### src/rtl/mac4_pkg.sv
// Shared types and defaults for the 4-bit multiply-accumulate stage.
package mac4_pkg;

    typedef enum logic [1:0] {
        ST_ACC   = 2'd0,
        ST_DRAIN = 2'd1,
        ST_DONE  = 2'd2
    } state_t;

    localparam int N_DEF     = 4;
    localparam int ACC_W_DEF = 10;

    // Pair counter must be able to hold N itself after the last accept.
    function automatic int cnt_w(input int n);
        return $clog2(n + 1);
    endfunction

endpackage

### src/rtl/multi4.sv
// 4x4 unsigned combinational multiplier.
module multi4 (
    input  logic [3:0] a,
    input  logic [3:0] b,
    output logic [7:0] p
);

    assign p = {4'b0000, a} * {4'b0000, b};

endmodule

### src/rtl/mac4_acc.sv
// Multiply-accumulate stage: sums N products of 4-bit operand pairs and hands
// the dot product downstream through a valid/ready handshake.
//
//   state    | meaning
//   ---------+--------------------------------------------------------
//   ST_ACC   | accepting operand pairs, accumulating registered products
//   ST_DRAIN | last pair accepted; its product is added this cycle
//   ST_DONE  | result presented on acc_out/ovf until out_ready
module mac4_acc
    import mac4_pkg::*;
#(
    parameter int N     = N_DEF,
    parameter int ACC_W = ACC_W_DEF
) (
    input  logic             clk,
    input  logic             rst,
    input  logic             clr,
    input  logic             in_valid,
    output logic             in_ready,
    input  logic [3:0]       a,
    input  logic [3:0]       b,
    output logic             out_valid,
    input  logic             out_ready,
    output logic [ACC_W-1:0] acc_out,
    output logic             ovf
);

    localparam int            CW       = cnt_w(N);
    localparam logic [CW-1:0] CNT_LAST = CW'(N - 1);

    state_t            state;
    state_t            state_nxt;
    logic [7:0]        prod;
    logic [7:0]        p_reg;
    logic              p_vld;
    logic [CW-1:0]     cnt;
    logic [ACC_W-1:0]  acc;
    logic [ACC_W:0]    sum;
    logic              accept;
    logic              take;

    multi4 u_mul (
        .a (a),
        .b (b),
        .p (prod)
    );

    // clr wins over an offered pair, so it must gate the accept itself.
    assign accept  = in_valid & in_ready & ~clr;
    assign take    = out_valid & out_ready;
    assign sum     = {1'b0, acc} + {{(ACC_W - 7){1'b0}}, p_reg};
    assign acc_out = acc;

    // State register; rst and clr both return to ST_ACC.
    always_ff @(posedge clk) begin
        if (rst || clr) begin
            state <= ST_ACC;
        end else begin
            state <= state_nxt;
        end
    end

    // Next-state logic.
    always_comb begin
        state_nxt = state;
        case (state)
            ST_ACC:   if (accept && (cnt == CNT_LAST)) state_nxt = ST_DRAIN;
            ST_DRAIN: state_nxt = ST_DONE;
            ST_DONE:  if (take) state_nxt = ST_ACC;
            default:  state_nxt = ST_ACC;
        endcase
    end

    // Handshake outputs decoded from state.
    always_comb begin
        in_ready  = 1'b0;
        out_valid = 1'b0;
        case (state)
            ST_ACC:  in_ready  = 1'b1;
            ST_DONE: out_valid = 1'b1;
            default: ;
        endcase
    end

    // Product pipeline register, pair counter, accumulator and sticky carry.
    always_ff @(posedge clk) begin
        if (rst || clr) begin
            p_reg <= '0;
            p_vld <= 1'b0;
            cnt   <= '0;
            acc   <= '0;
            ovf   <= 1'b0;
        end else begin
            p_vld <= accept;
            if (accept) begin
                p_reg <= prod;
                cnt   <= cnt + CW'(1);
            end
            // A handshake only happens in ST_DONE, where no product is pending.
            if (take) begin
                acc <= '0;
                cnt <= '0;
                ovf <= 1'b0;
            end else if (p_vld) begin
                acc <= sum[ACC_W-1:0];
                if (sum[ACC_W]) ovf <= 1'b1;
            end
        end
    end

endmodule

### config.mk
export PLATFORM = sky130hd
export DESIGN_NAME = mac4_acc
export DESIGN_NICKNAME = d
export VERILOG_FILES = /design/src/rtl/mac4_pkg.sv /design/src/rtl/multi4.sv /design/src/rtl/mac4_acc.sv
export SDC_FILE = /design/constraint.sdc
export NUM_CORES = 1
export LEC_CHECK = 0
export ABC_AREA = 1
export CAP_MARGIN = 40
export CORE_UTILIZATION = 35
export CTS_CLUSTER_DIAMETER = 60
export DETAILED_ROUTE_END_ITERATION = 6
export RECOVER_POWER = 50
export SETUP_SLACK_MARGIN = 0.3
export SLEW_MARGIN = 20
export SYNTH_ARGS = -nofsm -noshare
export SYNTH_HDL_FRONTEND = slang
export SYNTH_HIERARCHICAL = 1
export SYNTH_SLANG_ARGS = --single-unit
### constraint.sdc
create_clock -name clk -period 5 [get_ports clk]
set_clock_uncertainty 0.1 [all_clocks]
set_input_delay 0.5 -clock clk [delete_from_list [all_inputs] [get_ports clk]]
set_output_delay 0.5 -clock clk [all_outputs]
set_load 0.01 [all_outputs]
; Word level (Yosys, flattened, before mapping)
; Index checks and enable logic that the tools add are counted.
[word_totals]
reg_bits = 25
in_bits = 13
wordCells = 29
[op_classes]
n_mux = 5
multipliers = 1
reduce_logical = 6
bitwise = 4
add_sub_neg = 2
n_eq_ne = 5
[ops]
columns = op, n
row1 = adder 10 x 8 -> 11 bit, 1
row2 = multiplier 4 x 4 -> 8 bit, 1
row3 = case mux 2 bit (3 select lines), 1
row4 = two-way mux 2 bit, 2
row5 = "!= test 2 bit, second input constant", 2
row6 = AND reduction 2 bit, 2
row7 = "adder 3 x 1 -> 3 bit, second input constant", 1
row8 = bitwise AND 1 bit, 3
row9 = "equality test 3 x 2 -> 1 bit, second input constant", 1
row10 = "equality test 2 x 1 -> 1 bit, second input constant", 1
row11 = "equality test 2 bit, second input constant", 1
row12 = logical NOT 2 bit, 1
row13 = two-way mux 1 bit, 2
row14 = OR reduction 2 bit, 1
row15 = logical AND 1 bit, 1
row16 = logical OR 1 bit, 1
row17 = inverter 1 bit, 1

; Depth between registers and ports, before layout
[depth]
word_depth = 7
ltp_mapped = 13
depth_no_buf = 13

; Modules after synthesis
; Netlist, hierarchy kept.
[modules_own_cells]
columns = mod, cells_each, instances, seq_area_each_um2, area_per_inst_um2
row1 = mac4_acc, 200, 1, 500.5, 1392.6
row2 = multi4, 70, 1, 0.0, 467.9

; Worst setup path before layout
; No wires, ideal clock.
[synth_path]
path_kind = in2reg
from = input port a[0]
to = register p_reg[6]
path_stages = 10
path_buffers = 0
arrival_ns = 2.526
required_ns = 4.778
path_slack_ns = 2.252
path_cell_list = nand2_1 -> fa_1 -> inv_1 -> fa_1 -> fa_1 -> nand3_1 -> nand2_1 -> xor2_1 -> nor2_1 -> nor3_1
[synth_via]
elab_chain_len = 1
[synth_rtl]
columns = element, line
row1 = start: declaration, mac4_acc.sv:20  ; input logic [3:0] a,
row2 = multiplier 4 x 4 -> 8 bit, multi4.sv:8  ; assign p = {4'b0000, a} * {4'b0000, b};
row3 = named net prod[6], mac4_acc.sv:33  ; logic [7:0] prod;
row4 = end signal: assignment, mac4_acc.sv:96  ; p_reg <= prod;
row5 = end: declaration, mac4_acc.sv:34  ; logic [7:0] p_reg;
; The timed path passes the listed nets, and every way through them passes these cells.
; A chain may end at the register's enable or synchronous reset.

; Worst setup path after layout
[layout_path]
from = input port b[3]
to = register p_reg[6]
[layout_via]
elab_chain_len = 1
[layout_rtl]
columns = element, line
row1 = start: declaration, mac4_acc.sv:21  ; input logic [3:0] b,
row2 = multiplier 4 x 4 -> 8 bit, multi4.sv:8
row3 = named net prod[6], mac4_acc.sv:33
; The timed path passes the listed nets, and every way through them passes these cells.

==> summary.md <==
| Metric | Value |
|---|---|
| Status | `complete, no violations` |
| Initial drt markers | `58` |
| Post-CTS Setup Repair Bufs | `0` |
| Htree depth | `1` |
| RSZ-0062 raised after global routing | `false` |
| Setup crit start kind | `input port` |
| # setup viols final | `0` |
| TritonCTS Buffers | `3` |
| R2r startpoint | `acc_out[0]$_SDFFE_PP0P_` |
| Synth area leader | `dfxtp_1` |
| Synthesized area per cell | `6.891 um2` |
| CTS Hold Bufs | `0` |
| CP arrival | `~3200 ps` |
| Worst hold slack | `352.8 ps` |
| Count leader, synth | `nand2_1` |
| Worst path top cell family by delay | `adder cells` |
| Initial antenna violation count | `0` |
| # DRC | `0` |
| Worst-path maximum fanout | `4` |
| Synth cell count leaders | `nand2_1, inv_1, nor2_1, dfxtp_1` |
| Class of the most critical setup path | `in2reg` |
| Layout cell share with drive strength beyond 1 | `4.068%` |
| Post-synth EDFFs | `0` |
| Pin count of the biggest net entering global routing | `18` |
| Compound-Gate Fraction of Synth Area | `9.348%` |
| Starting Density | `roughly 36%` |
| Switch Pwr | `0.0001265 W` |
| Clk_lat worst skew | `270 ps` |
| CP cell instances | `clkdlybuf4s50_1 > nand2_1 > fa_1 > inv_1 > fa_1 > fa_1 > nand3_1 > nand2_1 > xor2_1 > nor2_1 > nor3_1` |
| Syn_nets | `310` |
| Fill cells | `553` |
| Gpl congestion | `about 0.74` |
| Gr usage total | `15.05%` |
| Post-cts resize count | `0` |
| Synth-to-layout area growth | `19.17%` |
| CP startpoint | `b[3]` |
| Layout net count | `between 300 and 400` |
| Main combinational cell family by area after synthesis | `simple AND/OR/NAND/NOR gates` |
| Port bufs | `25` |
| Chip width | `74.91 um` |
| CTS sink count | `25` |
| Setup TNS | `0 ps` |
| Vias/cell | `4.507` |
| Number of flip-flops in the largest register | `10` |
| Pint | `0.0003021 W` |
| Setup WS pre-CTS | `1604 ps` |
| Fmax | `323.4 MHz` |
| Sequential Power Share | `between 40% and 50%` |
| Leak | `~1.2 nW` |
| Reg clk slew, reported paths | `100 ps` |
| Hold crit path type | `reg2reg` |
| I/O pins | `26` |
| Cell Rows | `26` |
| Top cells by area, synth | `dfxtp_1, ha_1, nand2_1` |
| Final cell count without fillers | `365` |
| Slowest stage delay, CP | `540 ps` |
| Mapped Cells | `270` |
| Slew HR | `64.18%` |
| DP HPWL | `3.005 mm` |
| Final WL | `3.552 mm` |
| Register area share after synthesis | `26.90%` |
| Routed via count | `1,645` |
| Worst path buffer plus inverter count | `2` |
| Main synth FF type | `dfxtp_1` |
| Switching part of the total | `29.52%` |
| Cell mode on critical path | `fa_1` |
| Placed cell count | `361` |
| Clock power frac | `between 20% and 30%` |
| Hold path startpoint | `ovf$_SDFFE_PP0P_` |
| Max-cap violations | `0` |
| Actual slew at the worst max-slew pin | `536.6 ps` |
| Crit path time final | `3093 ps` |
| Grt ovf | `0` |
| Die ar. | `0.005612 mm2` |
| Post-Synth XOR/XNOR Area | `around 2.8%` |
| Max VDD drop | `97.92 uV` |
| Clock Path Buffers | `2` |
| Fraction of registers with async set or reset after synthesis | `0%` |
| Final Hold Fails | `0` |
| Pwr Total | `around 0.00043 W` |
| Total iterations of the first detailed-routing run | `4` |
| Crit. End Element | `flop` |
| YS warnings | `6` |
| Multiplexer area fraction after synthesis | `0%` |
| Die H | `between 70 and 80 um` |
| Global-route wire length before repair | `around 6.6 mm` |
| Number of global-route vias before repair | `roughly 1.6k` |
| Comb power frac | `21.7%` |
| Synth Area in Adders | `20.17%` |
| Cell area after synthesis | `around 0.0019 mm2` |
| Area share of the largest cell type after synthesis | `between 20 and 30%` |
| Post-synthesis simple-gate area fraction | `~30%` |
| Max stage delay cell, worst path | `fa_1` |
| Root buf cell | `clkbuf_8` |
| Cell area power density | `193.3 mW/mm2` |
| Slew Limit Fails | `0` |
| Final Cycle Share | `roughly three fifths` |
| Routed wire per std cell | `around 10 um` |
| Yosys reg bits | `25` |
| Req. time, crit path | `5070 ps` |
| Core ar. | `0.005107 mm2` |
| CTS tree | `built` |
| Count of different cell masters after synthesis | `26` |
| Antenna-violating nets left | `0` |
| Antenna cell count | `0` |
| Worst setup margin | `1907 ps` |
-- per-layer routing --
metal | up-vias | wire length [um] | track usage, %
met5 | - | 0 | 0
met4 | 0 | 32 | 4.822
met3 | 2 | 57 | 1.205
met2 | 22 | 1762 | 28.23
met1 | 723 | 1699 | 18.06
li1 | 898 | - | -
-- power by group through the flow --
stage          Sequential [W]  Clock [W]  Combinational (W)
5_1_grt              0.000210   0.000141           0.000107
3_3_place_gp         0.000214          0          0.0000928
4_1_cts              0.000209   0.000132          0.0000949
3_5_place_dp         0.000214          0          0.0000941
2_1_floorplan        0.000212          0          0.0000679
6_report             0.000209   0.000127          0.0000928
-- through the flow --
| step | util [%] | instance area, um2 |
|---|---|---|
| finish | 43.41 | 2217 |
| CTS | 43.41 | 2217 |
| detailed placement | 42.45 | 2168 |
| global route | 43.41 | 2217 |
| global placement | 42.45 | 2168 |
| floorplan | - | 1861 |
-- cell families after synthesis --
| family | Yosys count |
|---|---|
| AND/OR/NAND/NOR | 126 |
| buffers and inverters | 53 |
| AO/OA/AOI/OAI | 33 |
| adder cells (fa/ha/maj) | 27 |
| flip-flops | 25 |
| XOR/XNOR | 6 |
-- cell type report --
class	count	area (um2)	area share (%)
inverters	49	183.9	8.296
multi-input cells	192	1146	51.69
repair buffers	25	250.2	11.29
clock buffers	3	41.29	1.862
flip-flops and latches	25	500.5	22.57
clock inverters	1	7.507	0.3386
well taps	70	87.58	3.950
-- worst paths after layout --
check,end,slack [ps],depth (start not counted)
max reg2reg,ovf$_SDFFE_PP0P_,2960,8
min,ovf$_SDFFE_PP0P_,350,2
max,p_reg[6]$_SDFFE_PP0N_,1910,11
min reg2reg,ovf$_SDFFE_PP0P_,350,2
-- worst min-delay path: cells and delay by family (launching register included) --
kind | cells | cell delay [ps]
buffers and inverters | 1 | 40
flip-flops | 1 | 320
AO/OA/AOI/OAI | 1 | 50
-- cell usage in the layout, fill, tap and decap left out, drive strengths merged --
master         instances
o21bai                 1
clkinv                 1
clkinvlp               1
nor3b                  1
or2                    3
nand2                 66
clkbuf                 3
and2                   1
fa                     5
clkdlybuf4s50         14
xor2                   6
inv                   48
nand4                  2
a21boi                 1
ha                    22
dlygate4sd3           11
o21ai                  9
nor3                   7
a21oi                 22
dfxtp                 25
nand3                 15
nor2                  31
Power figures use the tool's default switching activity.
